## config.mk

```make
export PLATFORM = sky130hd
export DESIGN_NAME = l1_cache_ctrl
export DESIGN_NICKNAME = d
export VERILOG_FILES = /design/src/rtl/l1_cache_pkg.sv /design/src/rtl/l1_tag_match.sv /design/src/rtl/l1_cache_ctrl.sv
export SDC_FILE = /design/constraint.sdc
export NUM_CORES = 2
export LEC_CHECK = 0
export BUFFER_PORTS_ARGS = -buffer_cell sky130_fd_sc_hd__buf_4
export CORE_MARGIN = 2
export CORE_UTILIZATION = 40
export CTS_CLUSTER_SIZE = 40
export DETAILED_ROUTE_END_ITERATION = 7
export HOLD_SLACK_MARGIN = 0.02
export PLACE_DENSITY = 0.69
export SLEW_MARGIN = 25
export SYNTH_ARGS = -nofsm -noshare
export SYNTH_HDL_FRONTEND = slang
export SYNTH_HIERARCHICAL = 1
export SYNTH_SLANG_ARGS = --single-unit
```

## constraint.sdc

```tcl
create_clock -name clk -period 5.6 [get_ports clk]
set_input_delay 0.84 -clock clk [delete_from_list [all_inputs] [get_ports clk]]
set_output_delay 0.84 -clock clk [all_outputs]
set_load 0.01 [all_outputs]
```

## src/rtl/l1_cache_pkg.sv

```systemverilog
// l1_cache_pkg: shared geometry, FSM states and address-field helpers for the L1 data cache
package l1_cache_pkg;
  localparam int L1_ADDR_W  = 11;
  localparam int L1_DATA_W  = 8;
  localparam int L1_CACHE_B = 256;
  localparam int L1_BLOCK_B = 16;
  localparam int L1_WAYS    = 8;
  localparam int NUM_SETS   = L1_CACHE_B / L1_BLOCK_B / L1_WAYS;
  localparam int OFF_W      = $clog2(L1_BLOCK_B);
  localparam int IDX_W      = (NUM_SETS > 1) ? $clog2(NUM_SETS) : 1;
  localparam int TAG_W      = L1_ADDR_W - IDX_W - OFF_W;
  localparam int WAY_W      = $clog2(L1_WAYS);
  localparam int LINE_W     = L1_BLOCK_B * L1_DATA_W;

  typedef enum logic [2:0] {IDLE, LOOKUP, WRITEBACK, FILL, RESPOND} state_t;

  function automatic logic [OFF_W-1:0] addr_off(input logic [L1_ADDR_W-1:0] a);
    return a[OFF_W-1:0];
  endfunction

  function automatic logic [IDX_W-1:0] addr_idx(input logic [L1_ADDR_W-1:0] a);
    return a[OFF_W+IDX_W-1:OFF_W];
  endfunction

  function automatic logic [TAG_W-1:0] addr_tag(input logic [L1_ADDR_W-1:0] a);
    return a[L1_ADDR_W-1:OFF_W+IDX_W];
  endfunction
endpackage

```

## src/rtl/l1_tag_match.sv

```systemverilog
// l1_tag_match: compares a tag against one set and finds the lowest-index free way
module l1_tag_match
  import l1_cache_pkg::*;
(
  input  logic [TAG_W-1:0]                tag,
  input  logic [L1_WAYS-1:0]              valid,
  input  logic [L1_WAYS-1:0][TAG_W-1:0]   tags,
  output logic                            hit,
  output logic [WAY_W-1:0]                hit_way,
  output logic                            any_invalid,
  output logic [WAY_W-1:0]                first_invalid_way
);
  // scan downward so the last assignment is the lowest matching/free index
  always_comb begin
    hit = 1'b0;
    hit_way = '0;
    any_invalid = 1'b0;
    first_invalid_way = '0;
    for (int w = L1_WAYS - 1; w >= 0; w--) begin
      if (valid[w] && tags[w] == tag) begin
        hit = 1'b1;
        hit_way = WAY_W'(w);
      end
      if (!valid[w]) begin
        any_invalid = 1'b1;
        first_invalid_way = WAY_W'(w);
      end
    end
  end
endmodule

```

## src/rtl/l1_cache_ctrl.sv

```systemverilog
// l1_cache_ctrl: blocking set-associative write-back write-allocate L1 data cache
module l1_cache_ctrl
  import l1_cache_pkg::*;
#(
  parameter int ADDR_WIDTH = L1_ADDR_W,
  parameter int DATA_WIDTH = L1_DATA_W,
  parameter int CACHE_SIZE = L1_CACHE_B,
  parameter int BLOCK_SIZE = L1_BLOCK_B,
  parameter int NUM_WAYS   = L1_WAYS
) (
  input  logic                             clk,
  input  logic                             rst_n,
  input  logic [ADDR_WIDTH-1:0]            cpu_addr,
  input  logic [DATA_WIDTH-1:0]            cpu_data_in,
  input  logic                             cpu_read,
  input  logic                             cpu_write,
  output logic [DATA_WIDTH-1:0]            cpu_data_out,
  output logic                             cpu_ready,
  output logic                             l1_hit,
  output logic [ADDR_WIDTH-1:0]            l2_cache_addr,
  output logic [BLOCK_SIZE*DATA_WIDTH-1:0] l2_cache_data_out,
  input  logic [BLOCK_SIZE*DATA_WIDTH-1:0] l2_cache_data_in,
  output logic                             l2_cache_read,
  output logic                             l2_cache_write,
  input  logic                             l2_cache_ready,
  input  logic                             l2_cache_hit
);
  state_t state;
  logic [NUM_SETS-1:0][L1_WAYS-1:0] valid;
  logic [NUM_SETS-1:0][L1_WAYS-1:0] dirty;
  logic [NUM_SETS-1:0][L1_WAYS-1:0][TAG_W-1:0] tags;
  logic [LINE_W-1:0] data [NUM_SETS][L1_WAYS];
  logic [NUM_SETS-1:0][WAY_W-1:0] rr_ptr;
  logic [L1_ADDR_W-1:0] req_addr;
  logic [L1_DATA_W-1:0] req_data;
  logic req_wr;
  logic [WAY_W-1:0] victim;
  logic [IDX_W-1:0] idx;
  logic [TAG_W-1:0] tag;
  logic [OFF_W-1:0] off;
  logic hit, any_invalid, do_access;
  logic [WAY_W-1:0] hit_way, first_invalid_way, vic, acc_way;
  logic [LINE_W-1:0] line;
  logic [L1_DATA_W-1:0] rd_byte;
  logic unused_l2_hit;

  assign unused_l2_hit = l2_cache_hit;
  assign idx = addr_idx(req_addr);
  assign tag = addr_tag(req_addr);
  assign off = addr_off(req_addr);
  assign vic = any_invalid ? first_invalid_way : rr_ptr[idx];
  assign acc_way = (state == LOOKUP) ? hit_way : victim;
  assign do_access = (state == LOOKUP && hit) || state == RESPOND;
  assign line = data[idx][acc_way];
  assign rd_byte = line[off*L1_DATA_W +: L1_DATA_W];

  l1_tag_match u_match (
    .tag(tag),
    .valid(valid[idx]),
    .tags(tags[idx]),
    .hit(hit),
    .hit_way(hit_way),
    .any_invalid(any_invalid),
    .first_invalid_way(first_invalid_way)
  );

  // request FSM with registered CPU/L2 outputs; also owns the tag/data/state arrays
  always_ff @(posedge clk) begin
    if (rst_n) begin
      state <= IDLE;
      valid <= '0;
      dirty <= '0;
      rr_ptr <= '0;
      cpu_ready <= 1'b0;
      l1_hit <= 1'b0;
      cpu_data_out <= '0;
      l2_cache_read <= 1'b0;
      l2_cache_write <= 1'b0;
      l2_cache_addr <= '0;
      l2_cache_data_out <= '0;
    end else begin
      if (do_access) begin
        if (req_wr) begin
          data[idx][acc_way][off*L1_DATA_W +: L1_DATA_W] <= req_data;
          dirty[idx][acc_way] <= 1'b1;
        end else begin
          cpu_data_out <= rd_byte;
        end
      end
      case (state)
        IDLE: if (cpu_read || cpu_write) begin
          req_addr <= cpu_addr;
          req_data <= cpu_data_in;
          req_wr <= cpu_write;
          cpu_ready <= 1'b0;
          l1_hit <= 1'b0;
          state <= LOOKUP;
        end
        LOOKUP: if (hit) begin
          cpu_ready <= 1'b1;
          l1_hit <= 1'b1;
          state <= IDLE;
        end else begin
          victim <= vic;
          rr_ptr[idx] <= (rr_ptr[idx] == WAY_W'(L1_WAYS - 1)) ? '0 : rr_ptr[idx] + 1'b1;
          if (valid[idx][vic] && dirty[idx][vic]) begin
            l2_cache_write <= 1'b1;
            l2_cache_addr <= {tags[idx][vic], idx, OFF_W'(0)};
            l2_cache_data_out <= data[idx][vic];
            state <= WRITEBACK;
          end else begin
            l2_cache_read <= 1'b1;
            l2_cache_addr <= {tag, idx, OFF_W'(0)};
            state <= FILL;
          end
        end
        WRITEBACK: if (l2_cache_ready) begin
          l2_cache_write <= 1'b0;
          l2_cache_read <= 1'b1;
          l2_cache_addr <= {tag, idx, OFF_W'(0)};
          state <= FILL;
        end
        FILL: if (l2_cache_ready) begin
          l2_cache_read <= 1'b0;
          data[idx][victim] <= l2_cache_data_in;
          valid[idx][victim] <= 1'b1;
          tags[idx][victim] <= tag;
          dirty[idx][victim] <= 1'b0;
          state <= RESPOND;
        end
        RESPOND: begin
          cpu_ready <= 1'b1;
          l1_hit <= 1'b0;
          state <= IDLE;
        end
        default: state <= IDLE;
      endcase
    end
  end
endmodule

```

# ---- After elaboration in Yosys (flattened, before gate mapping)
# Memories as Yosys holds them, arrays and structs flattened. A register that Yosys moved wholly into a read port is not among the register bits.
# Cells that the tools add are included.
dict set report word_totals {
  ram_bits 2048
  n_memories 1
  input_bits 153
  elab_cells 2274
  reg_bits 311
}
# memory depth width rd rd_clocked_by_memory_dff wr line_no
set mem_list {}
lappend mem_list {data 2 1024 1 1 1 l1_cache_ctrl.sv:32} ;# logic [LINE_W-1:0] data [NUM_SETS][L1_WAYS];
dict set report classes {
  add_sub_neg 2
  n_eq_ne 20
  n_bitwise 1034
  n_shift 3
  muxes 1135
  n_reduce_logical 33
  n_lt_le_gt_ge 12
}
# op count
set op_table {}
lappend op_table {{1024-bit 2-to-1 mux} 2}
lappend op_table {{1-bit 2-to-1 mux} 1060}
lappend op_table {{1-bit bitwise OR} 1024}
lappend op_table {{128-bit binary-select mux with 3-bit select} 2}
lappend op_table {{128-bit demux with 3-bit select} 2}
lappend op_table {{128-bit 2-to-1 mux} 6}
lappend op_table {{48-bit 2-to-1 mux} 3}
lappend op_table {{8-bit by 34-bit variable shift with 128-bit output (first input constant)} 1}
lappend op_table {{128-bit by 8-bit indexed part select with 8-bit output} 1}
lappend op_table {{8-bit by 34-bit indexed part select with 128-bit output} 1}
lappend op_table {{96-bit bitwise mux} 1}
lappend op_table {{16-bit 2-to-1 mux} 5}
lappend op_table {{3-bit 2-to-1 mux} 25}
lappend op_table {{48-bit demux with 1-bit select} 1}
lappend op_table {{6-bit equality test} 8}
lappend op_table {{8-bit 2-to-1 mux} 6}
lappend op_table {{7-bit negator with 34-bit output} 1}
lappend op_table {{11-bit 2-to-1 mux} 3}
lappend op_table {{16-bit bitwise OR} 2}
lappend op_table {{11-bit case mux with 2 select lines} 1}
lappend op_table {{3-bit AND reduction} 7}
lappend op_table {{6-bit binary-select mux with 3-bit select} 1}
lappend op_table {{6-bit demux with 3-bit select} 1}
lappend op_table {{16-bit AND} 1}
lappend op_table {{other kinds (33)} 74}

# ---- Depth between registers and ports, before layout
dict set report depth {
  ltp_word 26
  depth_mapped 21
  ltp_nobuf 14
}

# ---- Modules after synthesis
# Netlist, hierarchy kept.
# mod area_per_inst_um2 cells_each n_inst seq_area_each_um2
set by_module_without_submodules {}
lappend by_module_without_submodules {l1_cache_ctrl 118214.6 9684 1 68856.0}
lappend by_module_without_submodules {l1_tag_match 778.2 97 1 0.0}

# ---- Least setup slack after synthesis
# No wires, ideal clock.
dict set report synth_path {
  path_type {register to register}
  start {register req_addr[4]}
  end {memory data[0][608] (netlist bit) (enable)}
  path_slack_ns 0.366
  period_less_slack_ns 5.234
  path_stages_with_launch 19
  arrival_time_ns 4.864
  t_required_ns 5.230
  path_cell_list {edfxtp_1 > buf_2 > buf_2 > buf_1 > mux2_2 > xor2_1 > or4_1 > a311oi_1 > clkbuf_1 > nand3b_1 > mux2_4 > buf_4 > buf_2 > buf_2 > buf_2 > nor2_1 > clkbuf_1 > a21oi_1 > nor2_1}
}
dict set report synth_between {
  elab_chain_cells 20
  word_cells_on_any_way 49
  cone_classes {order compare (2); eq/ne (8); mux (26); bitwise (2); reduce/logical (11)}
}
# item line_no
set synth_lines {}
lappend synth_lines {{from (decl)} l1_cache_ctrl.sv:34} ;# logic [L1_ADDR_W-1:0] req_addr;
lappend synth_lines {{from (signal assigned)} l1_cache_ctrl.sv:92} ;# req_addr <= cpu_addr;
lappend synth_lines {{48-bit 2-to-1 mux (not written as such) (2 in series)} l1_cache_ctrl.sv:60} ;# .tags(tags[idx]),
lappend synth_lines {{6-bit equality test} l1_tag_match.sv:20} ;# if (valid[w] && tags[w] == tag) begin
lappend synth_lines {{1-bit logical AND} l1_tag_match.sv:20}
lappend synth_lines {{3-bit 2-to-1 mux (7 in series)} l1_tag_match.sv:20}
lappend synth_lines {{3-bit 2-to-1 mux (*)} l1_tag_match.sv:20}
lappend synth_lines {{net hit_way[1]} l1_cache_ctrl.sv:42} ;# logic [WAY_W-1:0] hit_way, first_invalid_way, vic, acc_way;
lappend synth_lines {{3-bit 2-to-1 mux (*)} l1_cache_ctrl.sv:52} ;# assign acc_way = (state == LOOKUP) ? hit_way : victim;
lappend synth_lines {{3-bit NOT with 4-bit output (not written as such) (*)} l1_cache_ctrl.sv:84} ;# data[idx][acc_way][off*L1_DATA_W +: L1_DATA_W] <= req_data;
lappend synth_lines {{4-bit >= comparator (not written as such) or 4-bit by 1-bit less-than comparator with 1-bit output (tied branches)} l1_cache_ctrl.sv:84}
lappend synth_lines {{1-bit logical AND (not written as such)} l1_cache_ctrl.sv:84}
lappend synth_lines {{128-bit 2-to-1 mux (not written as such)} l1_cache_ctrl.sv:84}
lappend synth_lines {{128-bit demux with 3-bit select (*)} l1_cache_ctrl.sv:84}
lappend synth_lines {{1024-bit 2-to-1 mux (not written as such) (*)} l1_cache_ctrl.sv:84}
lappend synth_lines {{1-bit bitwise OR (no line) (*)} n/a}
lappend synth_lines {{to (decl)} l1_cache_ctrl.sv:32}
# Mark *: on every way through the listed nets, which the timed path passes. The rest lies on a longest branch. The select of a mux whose other input is x is not followed.

# ---- Worst setup path in the final report
dict set report layout_path {
  start {register req_addr[4]}
  end {register cpu_data_out[7]}
}
dict set report layout_between {
  elab_chain_cells 18
  word_cells_on_any_way 45
  cone_classes {eq/ne (8); shift (1); mux (24); bitwise (1); reduce/logical (11)}
}
# item line_no
set layout_lines {}
lappend layout_lines {{48-bit 2-to-1 mux (not written as such) (2 in series)} l1_cache_ctrl.sv:60}
lappend layout_lines {{6-bit equality test} l1_tag_match.sv:20}
lappend layout_lines {{1-bit logical AND} l1_tag_match.sv:20}
lappend layout_lines {{3-bit 2-to-1 mux (7 in series)} l1_tag_match.sv:20}
lappend layout_lines {{3-bit 2-to-1 mux (*)} l1_tag_match.sv:20}
lappend layout_lines {{net hit_way[1]} l1_cache_ctrl.sv:42}
lappend layout_lines {{3-bit 2-to-1 mux (*)} l1_cache_ctrl.sv:52}
lappend layout_lines {{3-bit NOT with 4-bit output (not written as such) (*)} l1_cache_ctrl.sv:54} ;# assign line = data[idx][acc_way];
lappend layout_lines {{128-bit binary-select mux with 3-bit select (*)} l1_cache_ctrl.sv:54}
lappend layout_lines {{128-bit 2-to-1 mux (not written as such) (*) (2 in series)} l1_cache_ctrl.sv:54}
lappend layout_lines {{128-bit by 8-bit indexed part select with 8-bit output (*)} l1_cache_ctrl.sv:55} ;# assign rd_byte = line[off*L1_DATA_W +: L1_DATA_W];
lappend layout_lines {{to (signal assigned)} l1_cache_ctrl.sv:87} ;# cpu_data_out <= rd_byte;
lappend layout_lines {{to (decl)} l1_cache_ctrl.sv:17} ;# output logic [DATA_WIDTH-1:0] cpu_data_out,
# Marked as above.
# A chain may end at the register's enable or synchronous reset.

==> summary.md <==
| Metric | Value |
|---|---|
| Starting Density | 40.1% |
| Placer congestion estimate | 0.962 |
| #FFs+latches synth | 2356 |
| H-tree levels | 5 |
| Core area | 297000 um2 |
| Maximum vdd ir drop | 0.217 mV |
| Status | complete, but fails checks |
| Port buffer count | 298 |
| Area delta synth->final | 16.1% |
| WL/cell | 32.4 um |
| Fmax | 180 MHz |
| Total negative slack | 0 ns |
| Tightest Hold Check Type | in2reg |
| Initial antenna violation count | 73 |
| Clk buf depth | 4 |
| Violated checks | design-rule violations |
| CTS buffer count | 263 |
| # rows | 200 |
| Vias in the first global route | 89500 |
| Clk_skew | 0.0665 ns |
| Pwr dens | 333 nW/um2 |
| Most frequent cells in the layout | edfxtp_1, nand2_1, o21ai_0 |
| Design Area, Final | 138000 um2 |
| R2r setup slk | 0.04 ns |
| Pre-CTS setup slack | -0.362 ns |
| DP Area | 129000 um2 |
| P_leak | 46.5 nW |
| Reg clk slew, reported paths | 0.06 ns |
| Worst Path Arrival | 6.38 ns |
| 1st-iter DRT viols | 15700 |
| WP data required | 6.42 ns |
| Die Ht | 549 um |
| Die Wd | 549 um |
| Final hold violation count | 0 |
| Synth area leaders | edfxtp_1, mux4_2, mux2i_1 |
| Fill cells | 25800 |
| Cell family with most CP delay | simple AND/OR/NAND/NOR gates |
| Setup CP Type | reg2reg |
| Residual DRC | 2 |
| Distinct cells, synth | 89 |
| Worst-margin pin slew | 1.21 ns |
| Gr usage total | 29.8% |
| Yosys top cell area share | 54.7% |
| EDFF count, synth | 2167 |
| Share of post-route cells with drive strength above 1 | 21.4% |
| Io pins | 304 |
| Pre-antenna DRT Iters | 8 |
| Crit end category | flip-flop |
| Unrepaired setup endpoints after global routing | no |
| Placed Cells | 13800 |
| Root Buffer | clkbuf_16 |
| CP Buf/Inv Count | 6 |
| Synth Instances | 9781 |
| Crit-path most repeated cell | buf_4 |
| Share of the yosys chip area belonging to registers | 57.9% |
| Grt ovf | 0 |
| Worst-Skew Late Latency | 0.96 ns |
| Commonest non-fill, non-tap cell in the layout | edfxtp_1 |
| Final core utilization | 46.6% |
| TritonCTS clock tree | built |
| MaxCap Viol Count | 0 |
| Critical-path top delay cell | nor4_1 |
| Slew Viols, Final | 0 |
| Crit-path cells | buf_4 -> buf_6 -> mux2_2 -> xor2_1 -> or4_1 -> a311oi_2 -> buf_4 -> or3b_2 -> mux2_4 -> buf_12 -> buf_4 -> nor2_1 -> nor4_1 -> o32ai_2 -> a311oi_2 -> buf_4 -> a211oi_1 |
| Multi-input logic area | 46500 um2 |
| Yosys top cell by area | edfxtp_1 |
| Async SR Flop Fraction | 0% |
| Fin crit share | 99.2% |
| Most used DFF post-synth | edfxtp_1 |
| Setup crit start kind | flip-flop |
| Final worst setup slack | 0.0445 ns |
| Avg Synthesized Cell Area | 12.2 um2 |
| Crit path depth | 17 |
| Max-slew headroom | 19.0% |
| CP max FO | 27 |
| First-pass GRT wire length | 647000 um |
| Critical Path Max Stage Delay | 0.65 ns |
| Final HPWL from detailed placement | 304000 um |
| Largest net degree at the start of global routing | 147 |
| WHS Path Cells | 1 |
| Post-DR vias/cell | 6.49 |
| Vias | 93000 |
| Final net count | 10300 |
| Reg2Reg Depth | 17 |
| Storage element area | 68900 um2 |
| Post-Synthesis Cell Area | 119000 um2 |
| Ys Warns | 6 |
| Setup violations, final | 0 |
| Routed Antenna Nets | 0 |
| Layout Cells excl Fill | 14300 |
| Drt total wl | 465000 um |
| Final worst path period need | 5.56 ns |
| CTS sink count | 2356 |
| Die area | 302000 um2 |
## metrics by stage
step	hold WS [ns]	total power, mW
after detailed placement	0.436	28.7
after global placement	0.427	28.6
after CTS	0.0459	45.7
after global routing	0.0588	47.0
final	0.0703	46.1
after floorplan	0.421	25.3
## layout make-up
class | instances | area share, %
sequential | 2356 | 49.9
multi-input combinational | 6447 | 33.7
timing repair buffer | 1057 | 6.66
clock buffer | 347 | 5.15
tap | 3939 | 3.57
clock inverter | 124 | 0.946
antenna | 52 | 0.0942
inverter | 16 | 0.0598
## sequential cells by signal (all words and copies together), names as in the netlist, 6 cells and up, named ones only
register / flops
l2_cache_addr: 7
valid: 16
l2_cache_data_out: 128
req_addr: 11
dirty: 16
cpu_data_out: 8
req_data: 8
tags: 96
rr_ptr: 6
data: 2048
## worst paths after layout
| path | start | end |
|---|---|---|
| worst min register to register | valid[10] | valid[10] |
| worst min-delay path | cpu_data_in[6] | req_data[6] |
| worst max register to register | req_addr[4] | cpu_data_out[7] |
| worst max-delay path | req_addr[4] | cpu_data_out[7] |
## metal layers
metal | routed length, um | global-route usage, % | vias to the layer above
met5 | 520 | 0 | -
met4 | 36200 | 20.9 | 78
met3 | 74700 | 10.8 | 1809
met2 | 198000 | 43.2 | 7995
met1 | 155000 | 37.0 | 45100
li1 | - | - | 38000
## kinds of logic after synthesis
group,Yosys count,share of synthesized area [%]
simple gates,2686,9.32
compound gates,2219,10.9
fa+ha+maj,4,0.0421
xor+xnor,48,0.353
mux,1484,18.0
buf+inv,983,3.56
other cells,1,0.00315
flops,2356,57.9
## power breakdown
group | internal [mW] | total [mW] | leakage, nW | switching, mW
registers | 19.3 | 19.5 | 20.5 | 0.163
logic | 3.56 | 9.33 | 22.0 | 5.76
clock network | 9.75 | 17.3 | 4.11 | 7.52
total | 32.6 | 46.1 | 46.5 | 13.4
## timing repair
action                                  CTS  global route
setup buffers                             0            14
endpoints found under the setup margin    6             8
gates resized for setup                  11            18
pin swaps                                 0             4
hold buffers                              0             0
cloned                                    0             3
## synthesized netlist by cell type (all sizes together) (12+ instances only)
| master | n |
|---|---|
| xor2 | 24 |
| nand4 | 12 |
| a2111oi | 12 |
| edfxtp | 2167 |
| o22ai | 263 |
| a31oi | 16 |
| or4 | 18 |
| nor3 | 78 |
| buf | 365 |
| mux2i | 786 |
| a211oi | 107 |
| o221ai | 23 |
| mux2 | 197 |
| and3 | 86 |
| o21ai | 1139 |
| a21o | 17 |
| and2 | 20 |
| a311oi | 143 |
| a221oi | 25 |
| nor2 | 590 |
| dfxtp | 189 |
| a22oi | 15 |
| o211ai | 15 |
| clkbuf | 602 |
| xnor2 | 24 |
| nand3b | 12 |
| nand2 | 1640 |
| a21oi | 360 |
| mux4 | 501 |
| nor4 | 41 |
| nand3 | 133 |
Note: power is estimated with default switching activity, not from simulation.
